<file path="config.mk">
export PLATFORM = sky130hd
export DESIGN_NAME = fir_stream_sink
export DESIGN_NICKNAME = d
export VERILOG_FILES = /design/src/rtl/fir_stream_sink.sv
export SDC_FILE = /design/constraint.sdc
export NUM_CORES = 1
export LEC_CHECK = 0
export BUFFER_PORTS_ARGS = -buffer_cell sky130_fd_sc_hd__buf_2
export CAP_MARGIN = 10
export CORE_UTILIZATION = 45
export DETAILED_ROUTE_END_ITERATION = 16
export PLACE_DENSITY = 0.66
export SLEW_MARGIN = 20
export SYNTH_ARGS = -nofsm -noshare
export SYNTH_HDL_FRONTEND = slang
export SYNTH_SLANG_ARGS = --single-unit
</file>
<file path="constraint.sdc">
create_clock -name i_clk -period 5 [get_ports i_clk]
set_clock_uncertainty 0.1 [all_clocks]
set_input_delay 0.25 -clock i_clk [delete_from_list [all_inputs] [get_ports i_clk]]
set_output_delay 0.25 -clock i_clk [all_outputs]
set_load 0.05 [all_outputs]
</file>
<file path="src/rtl/fir_stream_sink.sv">
// Stream sink for the FIR output: captures valid samples into a FIFO, keeps a
// saturating sample count and rotating XOR checksum, and flags end of run.
module fir_stream_sink #(
    parameter int DATA_W    = 30,
    parameter int DEPTH     = 16,
    parameter int N_SAMPLES = 1024
) (
    input  logic                                 i_clk,
    input  logic                                 i_rst,
    input  logic                                 i_vin,
    input  logic signed [DATA_W-1:0]             i_din,
    input  logic                                 i_rd_en,
    output logic signed [DATA_W-1:0]             o_rd_data,
    output logic                                 o_rd_valid,
    output logic                                 o_empty,
    output logic                                 o_full,
    output logic                                 o_ovf,
    output logic                                 o_extra,
    output logic [$clog2(N_SAMPLES+1)-1:0]       o_count,
    output logic [DATA_W-1:0]                    o_checksum,
    output logic                                 o_end_sim
);

    localparam int AW    = $clog2(DEPTH);
    localparam int CNT_W = $clog2(N_SAMPLES + 1);
    localparam logic [CNT_W-1:0] LAST_CNT = CNT_W'(N_SAMPLES - 1);
    localparam logic [CNT_W-1:0] MAX_CNT  = CNT_W'(N_SAMPLES);

    typedef enum logic [1:0] {COLLECT, DRAIN, DONE} state_t;

    state_t                    r_state;
    state_t                    w_state_nxt;
    logic signed [DATA_W-1:0]  r_mem [DEPTH];
    logic [AW:0]               r_wptr;
    logic [AW:0]               r_rptr;
    logic [AW:0]               w_wptr_nxt;
    logic [AW:0]               w_rptr_nxt;
    logic                      r_empty;
    logic                      r_full;
    logic                      r_ovf;
    logic                      r_extra;
    logic [CNT_W-1:0]          r_count;
    logic [DATA_W-1:0]         r_checksum;
    logic signed [DATA_W-1:0]  r_rd_data;
    logic                      r_rd_valid;
    logic                      w_accept;
    logic                      w_pop;
    logic                      w_push;
    logic                      w_drop;

    function automatic logic [DATA_W-1:0] rotl1_xor(input logic [DATA_W-1:0] c,
                                                    input logic [DATA_W-1:0] d);
        return {c[DATA_W-2:0], c[DATA_W-1]} ^ d;
    endfunction

    // A full FIFO still takes a sample when a pop frees the slot the same edge.
    assign w_accept   = (r_state == COLLECT) && i_vin;
    assign w_pop      = i_rd_en && !r_empty;
    assign w_push     = w_accept && (!r_full || w_pop);
    assign w_drop     = w_accept && r_full && !w_pop;
    assign w_wptr_nxt = r_wptr + {{AW{1'b0}}, w_push};
    assign w_rptr_nxt = r_rptr + {{AW{1'b0}}, w_pop};

    always_comb begin
        w_state_nxt = r_state;
        case (r_state)
            COLLECT: if (w_accept && (r_count == LAST_CNT)) w_state_nxt = DRAIN;
            DRAIN:   if (r_empty) w_state_nxt = DONE;
            DONE:    w_state_nxt = DONE;
            default: w_state_nxt = COLLECT;
        endcase
    end

    always_ff @(posedge i_clk) begin
        if (i_rst) begin
            r_state    <= COLLECT;
            r_wptr     <= '0;
            r_rptr     <= '0;
            r_empty    <= 1'b1;
            r_full     <= 1'b0;
            r_ovf      <= 1'b0;
            r_extra    <= 1'b0;
            r_count    <= '0;
            r_checksum <= '0;
            r_rd_data  <= '0;
            r_rd_valid <= 1'b0;
        end else begin
            r_state    <= w_state_nxt;
            r_wptr     <= w_wptr_nxt;
            r_rptr     <= w_rptr_nxt;
            r_empty    <= (w_wptr_nxt == w_rptr_nxt);
            r_full     <= (w_wptr_nxt[AW] != w_rptr_nxt[AW]) &&
                          (w_wptr_nxt[AW-1:0] == w_rptr_nxt[AW-1:0]);
            r_rd_valid <= w_pop;
            if (w_pop) r_rd_data <= r_mem[r_rptr[AW-1:0]];
            // Dropped samples are still counted and folded into the checksum.
            if (w_accept) begin
                if (r_count != MAX_CNT) r_count <= r_count + CNT_W'(1);
                r_checksum <= rotl1_xor(r_checksum, i_din);
            end
            if (w_drop) r_ovf <= 1'b1;
            if (i_vin && (r_state != COLLECT)) r_extra <= 1'b1;
        end
    end

    // Contents need no reset: the pointers define what is valid.
    always_ff @(posedge i_clk) begin
        if (w_push) r_mem[r_wptr[AW-1:0]] <= i_din;
    end

    assign o_rd_data  = r_rd_data;
    assign o_rd_valid = r_rd_valid;
    assign o_empty    = r_empty;
    assign o_full     = r_full;
    assign o_ovf      = r_ovf;
    assign o_extra    = r_extra;
    assign o_count    = r_count;
    assign o_checksum = r_checksum;
    assign o_end_sim  = (r_state == DONE);

endmodule

</file>
==> key figures, run 1 <==
Logic synthesis
  • Post-synthesis average cell area: 19.88 µm²
  • Syn Nets: 1136
  • Count of flip-flops with a built-in enable after synthesis: 480
  • Biggest area consumer among synthesized cells: sky130_fd_sc_hd__edfxtp_1
  • Area share of the leading cell type in the synthesized netlist: 0.6635
  • Synth warn: 0
  • Post-synthesis sequential element count: 568
  • Share of async-settable or async-resettable flops after synthesis: 0
  • Most repeated cell in the gate-level netlist after synthesis: sky130_fd_sc_hd__edfxtp_1
  • Flip-flop cell with the highest count after synthesis: sky130_fd_sc_hd__edfxtp_1
  • Synth Instances: 1093
  • Count of different cell masters after synthesis: 39
  • Synth Cell Area: 21720 µm²
  • Seq/Total Area, Yosys: 0.7446
  • Leading post-synthesis cells by instance count: 480 x sky130_fd_sc_hd__edfxtp_1, 120 x sky130_fd_sc_hd__mux4_2, 88 x sky130_fd_sc_hd__dfxtp_1
  • Ranking of synthesized cells by area: sky130_fd_sc_hd__edfxtp_1 66%, sky130_fd_sc_hd__mux4_2 12%, sky130_fd_sc_hd__dfxtp_1 8.1%, sky130_fd_sc_hd__mux2i_1 2.9%, sky130_fd_sc_hd__xnor2_1 1.6%

Worst setup path
  • Critical register-to-register path endpoint: r_mem[4][12]
  • List of cells traversed by the critical path: inv_1 > ha_1 > nand2_1 > a21oi_2 > or3b_2 > nor2_4
  • Cell with the largest stage delay on the worst path: sky130_fd_sc_hd__nor2_4
  • Worst Path Max Fanout: 30
  • Top Family by Delay on Critical Path: simple AND/OR/NAND/NOR gates
  • FF-to-FF path depth: 6
  • Type of destination of the critical path: flip-flop
  • Reg2reg setup slack: 1.86 ns
  • Data arrival at the endpoint of the critical path: 3.24 ns
  • Crit Path Class: flip-flop to flip-flop
  • Critical path launch point type: flip-flop
  • Max stage delay on crit path: 0.87 ns
  • Endpoint required time on the critical path: 5.11 ns
  • Startpoint of the lowest-slack register-to-register path: r_state[0]
  • WP buf/inv: 1

STA
  • Setup violators final: 0
  • Setup repair after global routing missed its margin: false
  • Slew Limit Fails: 0
  • Final period demand of the worst path: 3.139 ns
  • Final-report hold violation count: 0
  • Fmax: 318.6 MHz
  • Max transition margin: 0.2780
  • Total Neg Setup Slack: 0 ns
  • Post-route clock period utilization: 0.6278
  • Worst-margin pin slew: 1.081 ns

Placed design
  • Number of port buffers: 110
  • Final GP Congestion: 0.7732
  • Post-detailed-placement half-perimeter wirelength: 25680 µm

Die
  • Die height: 221.7 µm
  • Initial standard-cell utilization of the core: 0.4560
  • I/O pin count: 111
  • Core outline area: 47650 µm²
  • Area of the die: 49160 µm²
  • X dimension of the die: 221.7 µm
  • Row cnt: 80

Global route
  • Largest net degree at the start of global routing: 65
  • Gr usage total: 0.1892
  • Final global-route overflow total: 0
  • Via count of the first global-routing pass: 11309
  • Wire length of the first global-routing pass: 69290 µm
  • Antenna violations before repair: 0

Power and ir drop
  • Worst VDD drop: 0.2365 mV
  • Leakage dissipation: 8.145 nW
  • Power per standard cell area: 417.7 nW/µm²
  • Post-route total power: 10.61 mW

Clocking
  • Insertion delay to the later sink of the worst-skew pair: 0.60 ns
  • Root buffer selected by CTS: sky130_fd_sc_hd__clkbuf_16
  • Count of buffers added by post-CTS timing repair for setup: 0
  • Clock tree buffer depth: 3
  • Clock-pin slew reported for the worst setup and hold paths after clock tree synthesis: 0.06 ns
  • Number of hold-repair buffers added at the cts stage: 33
  • Cts bufs inserted: 55
  • CTS H-tree lvls: 2
  • Clock tree sinks: 568
  • Post-CTS Resized: 0
  • CTS tree: yes

Layout
  • Diodes inserted: 0
  • Layout net count: 1304
  • Share of cells above drive strength 1: 0.2810
  • Post-route core utilization: 0.5333
  • Relative area change from synthesis to final layout: 16.97%

Detailed routing
  • Wire length per cell: 23.70 µm
  • Average vias per placed instance: 5.573
  • First DRT Iteration DRCs: 833
  • Post-detailed-route DRC marker count: 0
  • Total vias in the final route: 10706
  • Pre-Repair DR Iteration Count: 5
  • Antenna violation net count after detailed routing: 0
  • Routed Wire Length: 45530 µm

Min path
  • Worst min-delay path class: primary input to flip-flop
  • Cell depth of the worst min-delay path: 4
  • Hold worst-path end: o_ovf
  • Launch instance of the worst min-delay path: i_rd_en

Job
  • Total of max-cap violations: 0

Run status
  • Run status: finished, final reports clean
## metrics by stage
step,setup WS (ns),instance area (µm²),hold slack (ns),cells
2_1_floorplan,0.9036,21720,0.2339,1093
3_3_place_gp,1.648,23020,0.3549,1779
3_5_place_dp,1.853,23050,0.3578,1780
4_1_cts,1.844,25270,0.02985,1915
5_1_grt,1.667,25410,0.1000,1921
6_report,1.861,25410,0.06279,1921
## sequential cells by signal, indices dropped and copies added (netlist names)
| signal | flops |
|---|---|
| o_rd_data | 30 |
| o_ovf | 1 |
| o_empty | 1 |
| r_wptr | 5 |
| r_rptr | 5 |
| o_checksum | 30 |
| r_mem | 480 |
| o_extra | 1 |
| o_count | 11 |
| o_rd_valid | 1 |
| r_state | 2 |
| o_full | 1 |
## placed cells by master, fill, tap and decap left out, types with 3 or more instances in the layout
cell type / count
sky130_fd_sc_hd__xor2_1: 6
sky130_fd_sc_hd__ha_1: 9
sky130_fd_sc_hd__clkbuf_1: 4
sky130_fd_sc_hd__buf_12: 7
sky130_fd_sc_hd__buf_4: 15
sky130_fd_sc_hd__clkbuf_16: 57
sky130_fd_sc_hd__a2bb2oi_1: 30
sky130_fd_sc_hd__xnor2_1: 40
sky130_fd_sc_hd__dlygate4sd3_1: 33
sky130_fd_sc_hd__a21oi_1: 4
sky130_fd_sc_hd__nor2_4: 13
sky130_fd_sc_hd__dfxtp_4: 3
sky130_fd_sc_hd__bufinv_16: 9
sky130_fd_sc_hd__mux4_2: 120
sky130_fd_sc_hd__buf_16: 4
sky130_fd_sc_hd__mux2i_1: 63
sky130_fd_sc_hd__clkinv_2: 13
sky130_fd_sc_hd__edfxtp_1: 480
sky130_fd_sc_hd__inv_1: 8
sky130_fd_sc_hd__a211oi_1: 30
sky130_fd_sc_hd__nor2_1: 49
sky130_fd_sc_hd__nand2b_1: 3
sky130_fd_sc_hd__dfxtp_1: 85
sky130_fd_sc_hd__nand3_1: 10
sky130_fd_sc_hd__nand4_1: 4
sky130_fd_sc_hd__buf_2: 110
sky130_fd_sc_hd__nor2b_1: 6
sky130_fd_sc_hd__clkinv_1: 12
sky130_fd_sc_hd__clkinvlp_4: 5
sky130_fd_sc_hd__nor3_2: 3
sky130_fd_sc_hd__nand2_1: 8
sky130_fd_sc_hd__nand3b_1: 4
sky130_fd_sc_hd__o21ai_1: 30
## cell type report
cell class | count | area (µm²)
Clock buffer | 61 | 1441
Timing Repair Buffer | 169 | 1244
Fill cell | 3729 | 22240
Sequential cell | 568 | 16190
Multi-Input combinational cell | 459 | 5296
Inverter | 8 | 30.03
Tap cell | 615 | 769.5
Clock inverter | 41 | 442.9
## power breakdown
group	switching [mW]	leakage [nW]	internal (mW)
clock network	1.73	0.916	2.54
logic	0.591	2.17	0.435
registers	0.0807	5.06	5.23
total	2.41	8.14	8.21
## per-layer routing
layer	GRT usage	routed length, µm	up-vias	share of wire
li1	-	-	4770	-
met1	0.2566	19650	5586	0.43
met2	0.3117	22360	298	0.49
met3	0.03764	2752	52	0.060
met4	0.05399	769	0	0.017
met5	0	0	-	0
## cell families (layout without fill, tap and decap cells)
kind of cell               count (synthesis)  in the layout  share of synthesized area
AOI/OAI and AO/OA                        102            102                    0.03283
muxes                                    184            184                     0.1539
and+or+nand+nor                          116            116                    0.02546
DFF                                      568            568                     0.7446
xor gates and xnor gates                  48             48                    0.02062
adders and majority gates                  9              9                   0.005184
buffers and inverters                     66            279                    0.01739
## worst max path at each step
stage | startpoint | end | slack (ns) | cells past startpoint
2_1_floorplan | o_empty | r_mem[0][0] | 0.90 | 4
3_3_place_gp | r_state[0] | r_mem[3][2] | 1.65 | 7
3_5_place_dp | r_state[0] | r_mem[4][12] | 1.85 | 6
4_1_cts | r_state[0] | r_mem[4][12] | 1.84 | 6
5_1_grt | r_state[0] | r_mem[12][13] | 1.67 | 6
6_report | r_state[0] | r_mem[4][12] | 1.86 | 6
## worst reg2reg max path: stages (launching register included)
cell                      delay [ns]
sky130_fd_sc_hd__dfxtp_1        0.32
sky130_fd_sc_hd__inv_1          0.11
sky130_fd_sc_hd__ha_1           0.24
sky130_fd_sc_hd__nand2_1        0.19
sky130_fd_sc_hd__a21oi_2        0.30
sky130_fd_sc_hd__or3b_2         0.61
sky130_fd_sc_hd__nor2_4         0.87
Note: power is estimated with default switching activity, not from simulation.
==> run 2, diff against run 1 <==
Clock period 5 ns to 3.2 ns, I/O delays scaled along.
==> run 2 against run 1 <==
  * Fmax rose by 14%
  * Sequential power rose by 56%
  * Worst setup slack got worse by 1.4 ns
  * Non-clock buffer count rose by 24
  * Die area did not move
  * Worst hold slack improved by 0.24 ns
  * Count of clock-buffer cells in the layout rose by 2
  * Final cell count rose by 1.3%
  * Wire length rose by 5.0%
  * Sequential share of layout area fell by 0.44 points
  * Critical path type unchanged
  * Critical endpoint is now r_mem[0][24]
  * Highest routed layer unchanged
==> key figures, run 2 (synthesized netlist as in run 1, its figures left out) <==
Layout
  • Design Area, Final: 25590 µm²
  • Number of flip-flops in the largest register: 480
  • Post-route core utilization: 0.5370
  • Leading cell types in the layout, fill and taps excluded: 480 x sky130_fd_sc_hd__edfxtp_1, 120 x sky130_fd_sc_hd__mux4_2, 110 x sky130_fd_sc_hd__buf_2, 85 x sky130_fd_sc_hd__dfxtp_1, 63 x sky130_fd_sc_hd__mux2i_1
  • Share of cells above drive strength 1: 0.2953
  • Most common library cell in the layout ignoring fill and taps: sky130_fd_sc_hd__edfxtp_1
  • Layout net count: 1328
  • Finished Layout Cells: 1946
  • Relative area change from synthesis to final layout: 17.77%
  • Diodes inserted: 0

STA
  • Slew Limit Fails: 0
  • Total Neg Setup Slack: 0 ns
  • Max transition margin: 0.4659
  • Setup violators final: 0
  • Min Hold Slack: 0.3069 ns
  • Final WS setup: 0.4532 ns
  • Final-report hold violation count: 0
  • Worst-margin pin slew: 0.7992 ns
  • Final period demand of the worst path: 2.747 ns
  • Post-route clock period utilization: 0.8584
  • Setup repair after global routing missed its margin: false
  • Fmax: 364.1 MHz

Worst setup path
  • Endpoint required time on the critical path: 3.37 ns
  • Crit Path Class: flip-flop to flip-flop
  • Critical path launch point type: flip-flop
  • Max stage delay on crit path: 0.62 ns
  • Top Family by Delay on Critical Path: simple AND/OR/NAND/NOR gates
  • Critical register-to-register path endpoint: r_mem[0][24]
  • WP buf/inv: 2
  • Type of destination of the critical path: flip-flop
  • Startpoint of the lowest-slack register-to-register path: r_state[0]
  • Worst Path Max Fanout: 19
  • Cell with the largest stage delay on the worst path: sky130_fd_sc_hd__or3b_2
  • List of cells traversed by the critical path: inv_1 > ha_1 > nand2_1 > a21oi_2 > or3b_2 > nor3_4 > buf_4
  • FF-to-FF path depth: 7
  • Data arrival at the endpoint of the critical path: 2.91 ns
  • Reg2reg setup slack: 0.45 ns

Detailed routing
  • First DRT Iteration DRCs: 893
  • Post-detailed-route DRC marker count: 0
  • Wire length per cell: 24.56 µm
  • Antenna violation net count after detailed routing: 0
  • Average vias per placed instance: 5.579
  • Total vias in the final route: 10857
  • Pre-Repair DR Iteration Count: 4
  • Routed Wire Length: 47790 µm

Power and ir drop
  • Power per standard cell area: 649.6 nW/µm²
  • Post-route total power: 16.62 mW
  • Worst VDD drop: 0.3708 mV
  • Leakage dissipation: 8.241 nW

Placed design
  • Number of port buffers: 110
  • Post-detailed-placement half-perimeter wirelength: 29800 µm
  • Number of cells in the design after placement: 1810
  • Final GP Congestion: 0.8006
  • Cell area after placement: 23380 µm²
  • Pre-CTS setup slack: 0.4643 ns

Run status
  • Run status: finished, final reports clean

Clocking
  • Root buffer selected by CTS: sky130_fd_sc_hd__clkbuf_16
  • Clock-pin slew reported for the worst setup and hold paths after clock tree synthesis: 0.06 ns
  • Post-CTS Resized: 0
  • Cts bufs inserted: 55
  • Count of buffers added by post-CTS timing repair for setup: 0
  • Insertion delay to the later sink of the worst-skew pair: 0.60 ns
  • Number of hold-repair buffers added at the cts stage: 33
  • Clock tree sinks: 568
  • Clock tree buffer depth: 3
  • CTS tree: yes
  • CTS H-tree lvls: 2

Min path
  • Cell depth of the worst min-delay path: 4
  • Worst min-delay path class: primary input to flip-flop
  • Hold worst-path end: o_extra
  • Launch instance of the worst min-delay path: i_vin

Global route
  • Antenna violations before repair: 0
  • Wire length of the first global-routing pass: 71480 µm
  • Final global-route overflow total: 0
  • Largest net degree at the start of global routing: 46
  • Via count of the first global-routing pass: 11019
  • Gr usage total: 0.1988

Job
  • Total of max-cap violations: 0

Die
  • Initial standard-cell utilization of the core: 0.4560
  • Area of the die: 49160 µm²
  • Die height: 221.7 µm
  • I/O pin count: 111
  • Row cnt: 80
  • Core outline area: 47650 µm²
  • X dimension of the die: 221.7 µm
==> run 2: cell count changes in the layout (fill, tap and decap cells not counted), moves of 2 or more <==
cell	change
sky130_fd_sc_hd__buf_12	+5
sky130_fd_sc_hd__buf_16	-4
sky130_fd_sc_hd__buf_4	+23
sky130_fd_sc_hd__clkbuf_1	+2
sky130_fd_sc_hd__clkinv_1	-3
sky130_fd_sc_hd__clkinvlp_4	+2
sky130_fd_sc_hd__nor3_2	-3
sky130_fd_sc_hd__nor3_4	+3
==> run 2: power by group <==
part | switching [mW] | leakage [nW] | total (mW) | internal, mW
Sequential | 0.0989 | 5.06 | 8.28 | 8.18
Combinational | 1.00 | 2.28 | 1.69 | 0.693
Clock | 2.74 | 0.904 | 6.65 | 3.91
==> run 2: area by class of cell <==
cell class	instances	area, µm²
tap	615	769.5
sequential	568	16190
clock inverter	40	429.2
multi-input combinational	459	5315
timing repair buffer	193	1406
inverter	8	30.03
fill	3709	22060
clock buffer	63	1449
==> run 2: how the worst max path moves through the flow <==
stage / start / endpoint / cells past startpoint
finish: r_state[0] / r_mem[0][24] / 7
global route: r_state[0] / r_mem[0][26] / 7
CTS: r_state[0] / r_mem[11][11] / 7
detailed placement: r_state[0] / r_mem[11][7] / 7
global placement: r_state[0] / r_mem[0][19] / 7
floorplan: o_empty / r_mem[4][0] / 4
==> run 2: per-layer routing <==
layer  wire [µm]  vias up  global-route usage
li1            -     4820                   -
met1       20490     5655              0.2765
met2       23270      321              0.3198
met3        3052       61             0.03883
met4         981        0             0.05824
met5           0        -                   0
==> run 2: worst register-to-register path: cells and delay by family, from the launching register on <==
family,cells,cell delay (ns)
DFF,1,0.33
and+or+nand+nor,3,0.99
adders and majority gates,1,0.23
AOI/OAI and AO/OA,1,0.29
buffers and inverters,2,0.46
==> run 3, diff against run 2 <==
Settings changed: MAX_ROUTING_LAYER set to met4.
==> run 3 against run 2 <==
  * Die area unchanged
  * Wire length grew 0.26%
  * Combinational power about the same
  * Register-to-register slack barely moved
  * Worst setup slack worse by 0.0033 ns
  * Sequential share of layout area did not move
  * Clock power is essentially flat
  * Global-route usage up 0.63 points
==> key figures, run 3 (synthesized netlist as in run 1, its figures left out) <==
Run status
  • Run status: finished, final reports clean

Global route
  • Antenna violations before repair: 0
  • Met2 track demand over resource: 0.3194
  • Wire length of the first global-routing pass: 71500 µm
  • Largest net degree at the start of global routing: 46
  • Busiest metal layer after global routing: met2
  • Final global-route overflow total: 0
  • Gr usage total: 0.2051
  • GR met3 Demand/Resource: 0.03817
  • Via count of the first global-routing pass: 11021
  • Global-route met1 utilization: 0.2776

Min path
  • Cell depth of the worst min-delay path: 4
  • Hold worst-path end: o_extra
  • Launch instance of the worst min-delay path: i_vin
  • Worst min-delay path class: primary input to flip-flop

Worst setup path
  • Data arrival at the endpoint of the critical path: 2.91 ns
  • Crit Path Class: flip-flop to flip-flop
  • List of cells traversed by the critical path: inv_1 > ha_1 > nand2_1 > a21oi_2 > or3b_2 > nor3_4 > buf_4
  • Startpoint of the lowest-slack register-to-register path: r_state[0]
  • Reg2reg setup slack: 0.45 ns
  • Max stage delay on crit path: 0.62 ns
  • Top Family by Delay on Critical Path: simple AND/OR/NAND/NOR gates
  • Type of destination of the critical path: flip-flop
  • WP buf/inv: 2
  • Critical register-to-register path endpoint: r_mem[0][24]
  • Endpoint required time on the critical path: 3.36 ns
  • Worst Path Max Fanout: 19
  • Cell with the largest stage delay on the worst path: sky130_fd_sc_hd__or3b_2
  • FF-to-FF path depth: 7
  • Critical path launch point type: flip-flop

Power and ir drop
  • Post-route total power: 16.63 mW
  • Worst VDD drop: 0.3723 mV
  • Power per standard cell area: 650.1 nW/µm²
  • Leakage dissipation: 8.241 nW

STA
  • Total Neg Setup Slack: 0 ns
  • Setup repair after global routing missed its margin: false
  • Post-route clock period utilization: 0.8594
  • Fmax: 363.6 MHz
  • Final period demand of the worst path: 2.750 ns
  • Final-report hold violation count: 0
  • Setup violators final: 0
  • Worst-margin pin slew: 0.7990 ns
  • Slew Limit Fails: 0
  • Final WS setup: 0.4499 ns
  • Max transition margin: 0.4635

Die
  • Core outline area: 47650 µm²
  • Initial standard-cell utilization of the core: 0.4560
  • Area of the die: 49160 µm²
  • X dimension of the die: 221.7 µm
  • Die height: 221.7 µm
  • Row cnt: 80
  • I/O pin count: 111

Detailed routing
  • Post-detailed-route DRC marker count: 0
  • Antenna violation net count after detailed routing: 0
  • Pre-Repair DR Iteration Count: 4
  • First DRT Iteration DRCs: 783
  • Wire length per cell: 24.62 µm
  • Average vias per placed instance: 5.589
  • Routed Wire Length: 47910 µm
  • Total vias in the final route: 10877

Clocking
  • CTS tree: yes
  • Root buffer selected by CTS: sky130_fd_sc_hd__clkbuf_16
  • Post-CTS Resized: 0
  • Clock tree buffer depth: 3
  • Cts bufs inserted: 55
  • Count of buffers added by post-CTS timing repair for setup: 0
  • CTS H-tree lvls: 2
  • Clock-pin slew reported for the worst setup and hold paths after clock tree synthesis: 0.06 ns
  • Insertion delay to the later sink of the worst-skew pair: 0.60 ns
  • Clock tree sinks: 568

Layout
  • Leading cell types in the layout, fill and taps excluded: 480 x sky130_fd_sc_hd__edfxtp_1, 120 x sky130_fd_sc_hd__mux4_2, 110 x sky130_fd_sc_hd__buf_2, 85 x sky130_fd_sc_hd__dfxtp_1, 63 x sky130_fd_sc_hd__mux2i_1
  • Layout net count: 1328
  • Share of cells above drive strength 1: 0.2953
  • Diodes inserted: 0
  • Relative area change from synthesis to final layout: 17.77%
  • Number of fillers in the final layout: 3709
  • Number of flip-flops in the largest register: 480
  • Most common library cell in the layout ignoring fill and taps: sky130_fd_sc_hd__edfxtp_1

Placed design
  • Pre-CTS setup slack: 0.4643 ns
  • Final GP Congestion: 0.8121
  • Post-detailed-placement half-perimeter wirelength: 29800 µm
  • Number of port buffers: 110

Job
  • Total of max-cap violations: 0
## run 3: worst max path at each step
stage                    start             to  slack, ns  cells after the start
floorplan              o_empty    r_mem[4][0]      -0.09                      4
global placement    r_state[0]   r_mem[0][19]       0.56                      7
detailed placement  r_state[0]   r_mem[11][7]       0.46                      7
CTS                 r_state[0]  r_mem[11][11]       0.45                      7
global route        r_state[0]   r_mem[0][26]       0.31                      7
finish              r_state[0]   r_mem[0][24]       0.45                      7
## run 3: metrics by stage
stage          hold slack, ns  instance area (µm²)    util  instances
3_5_place_dp           0.3596                23380  0.4907       1810
3_3_place_gp           0.3523                23380  0.4907       1810
5_1_grt                0.3175                25590  0.5370       1946
2_1_floorplan          0.1439                21740       -       1093
4_1_cts                0.2662                25590  0.5370       1946
6_report               0.3077                25590  0.5370       1946
## run 3: what timing repair did
| action | in CTS | in global routing |
|---|---|---|
| hold buffers | 33 | 0 |
| hold endpoints to repair | 510 | 0 |
| endpoints found under the setup margin | 0 | 0 |
## run 3: power breakdown
part | total [mW] | leakage, nW | switching, mW | internal, mW
Clock | 6.66 | 0.904 | 2.75 | 3.91
Sequential | 8.28 | 5.06 | 0.0984 | 8.18
Combinational | 1.70 | 2.28 | 1.00 | 0.693
## run 3: routing by layer
layer / vias up / wire length, µm / share of wire
li1: 4820 / - / -
met4: 0 / 977 / 0.020
met5: - / 0 / 0
met2: 329 / 23160 / 0.48
met3: 63 / 3001 / 0.063
met1: 5665 / 20780 / 0.43
## run 3: cell type report
| cell class | instances | area (µm²) | share of cell area |
|---|---|---|---|
| Clock buffer | 63 | 1449 | 0.05663 |
| Sequential cell | 568 | 16190 | 0.6326 |
| Clock inverter | 40 | 429.2 | 0.01677 |
| Timing Repair Buffer | 193 | 1406 | 0.05497 |
| Inverter | 8 | 30.03 | 0.001174 |
| Tap cell | 615 | 769.5 | 0.03007 |
| Multi-Input combinational cell | 459 | 5315 | 0.2077 |
## run 3: tightest hold or removal path, cell delays in order
cell and delay [ns]:
sky130_fd_sc_hd__dlygate4sd3_1 0.52, sky130_fd_sc_hd__buf_2 0.14, sky130_fd_sc_hd__a21oi_1 0.07, sky130_fd_sc_hd__nor2_1 0.08
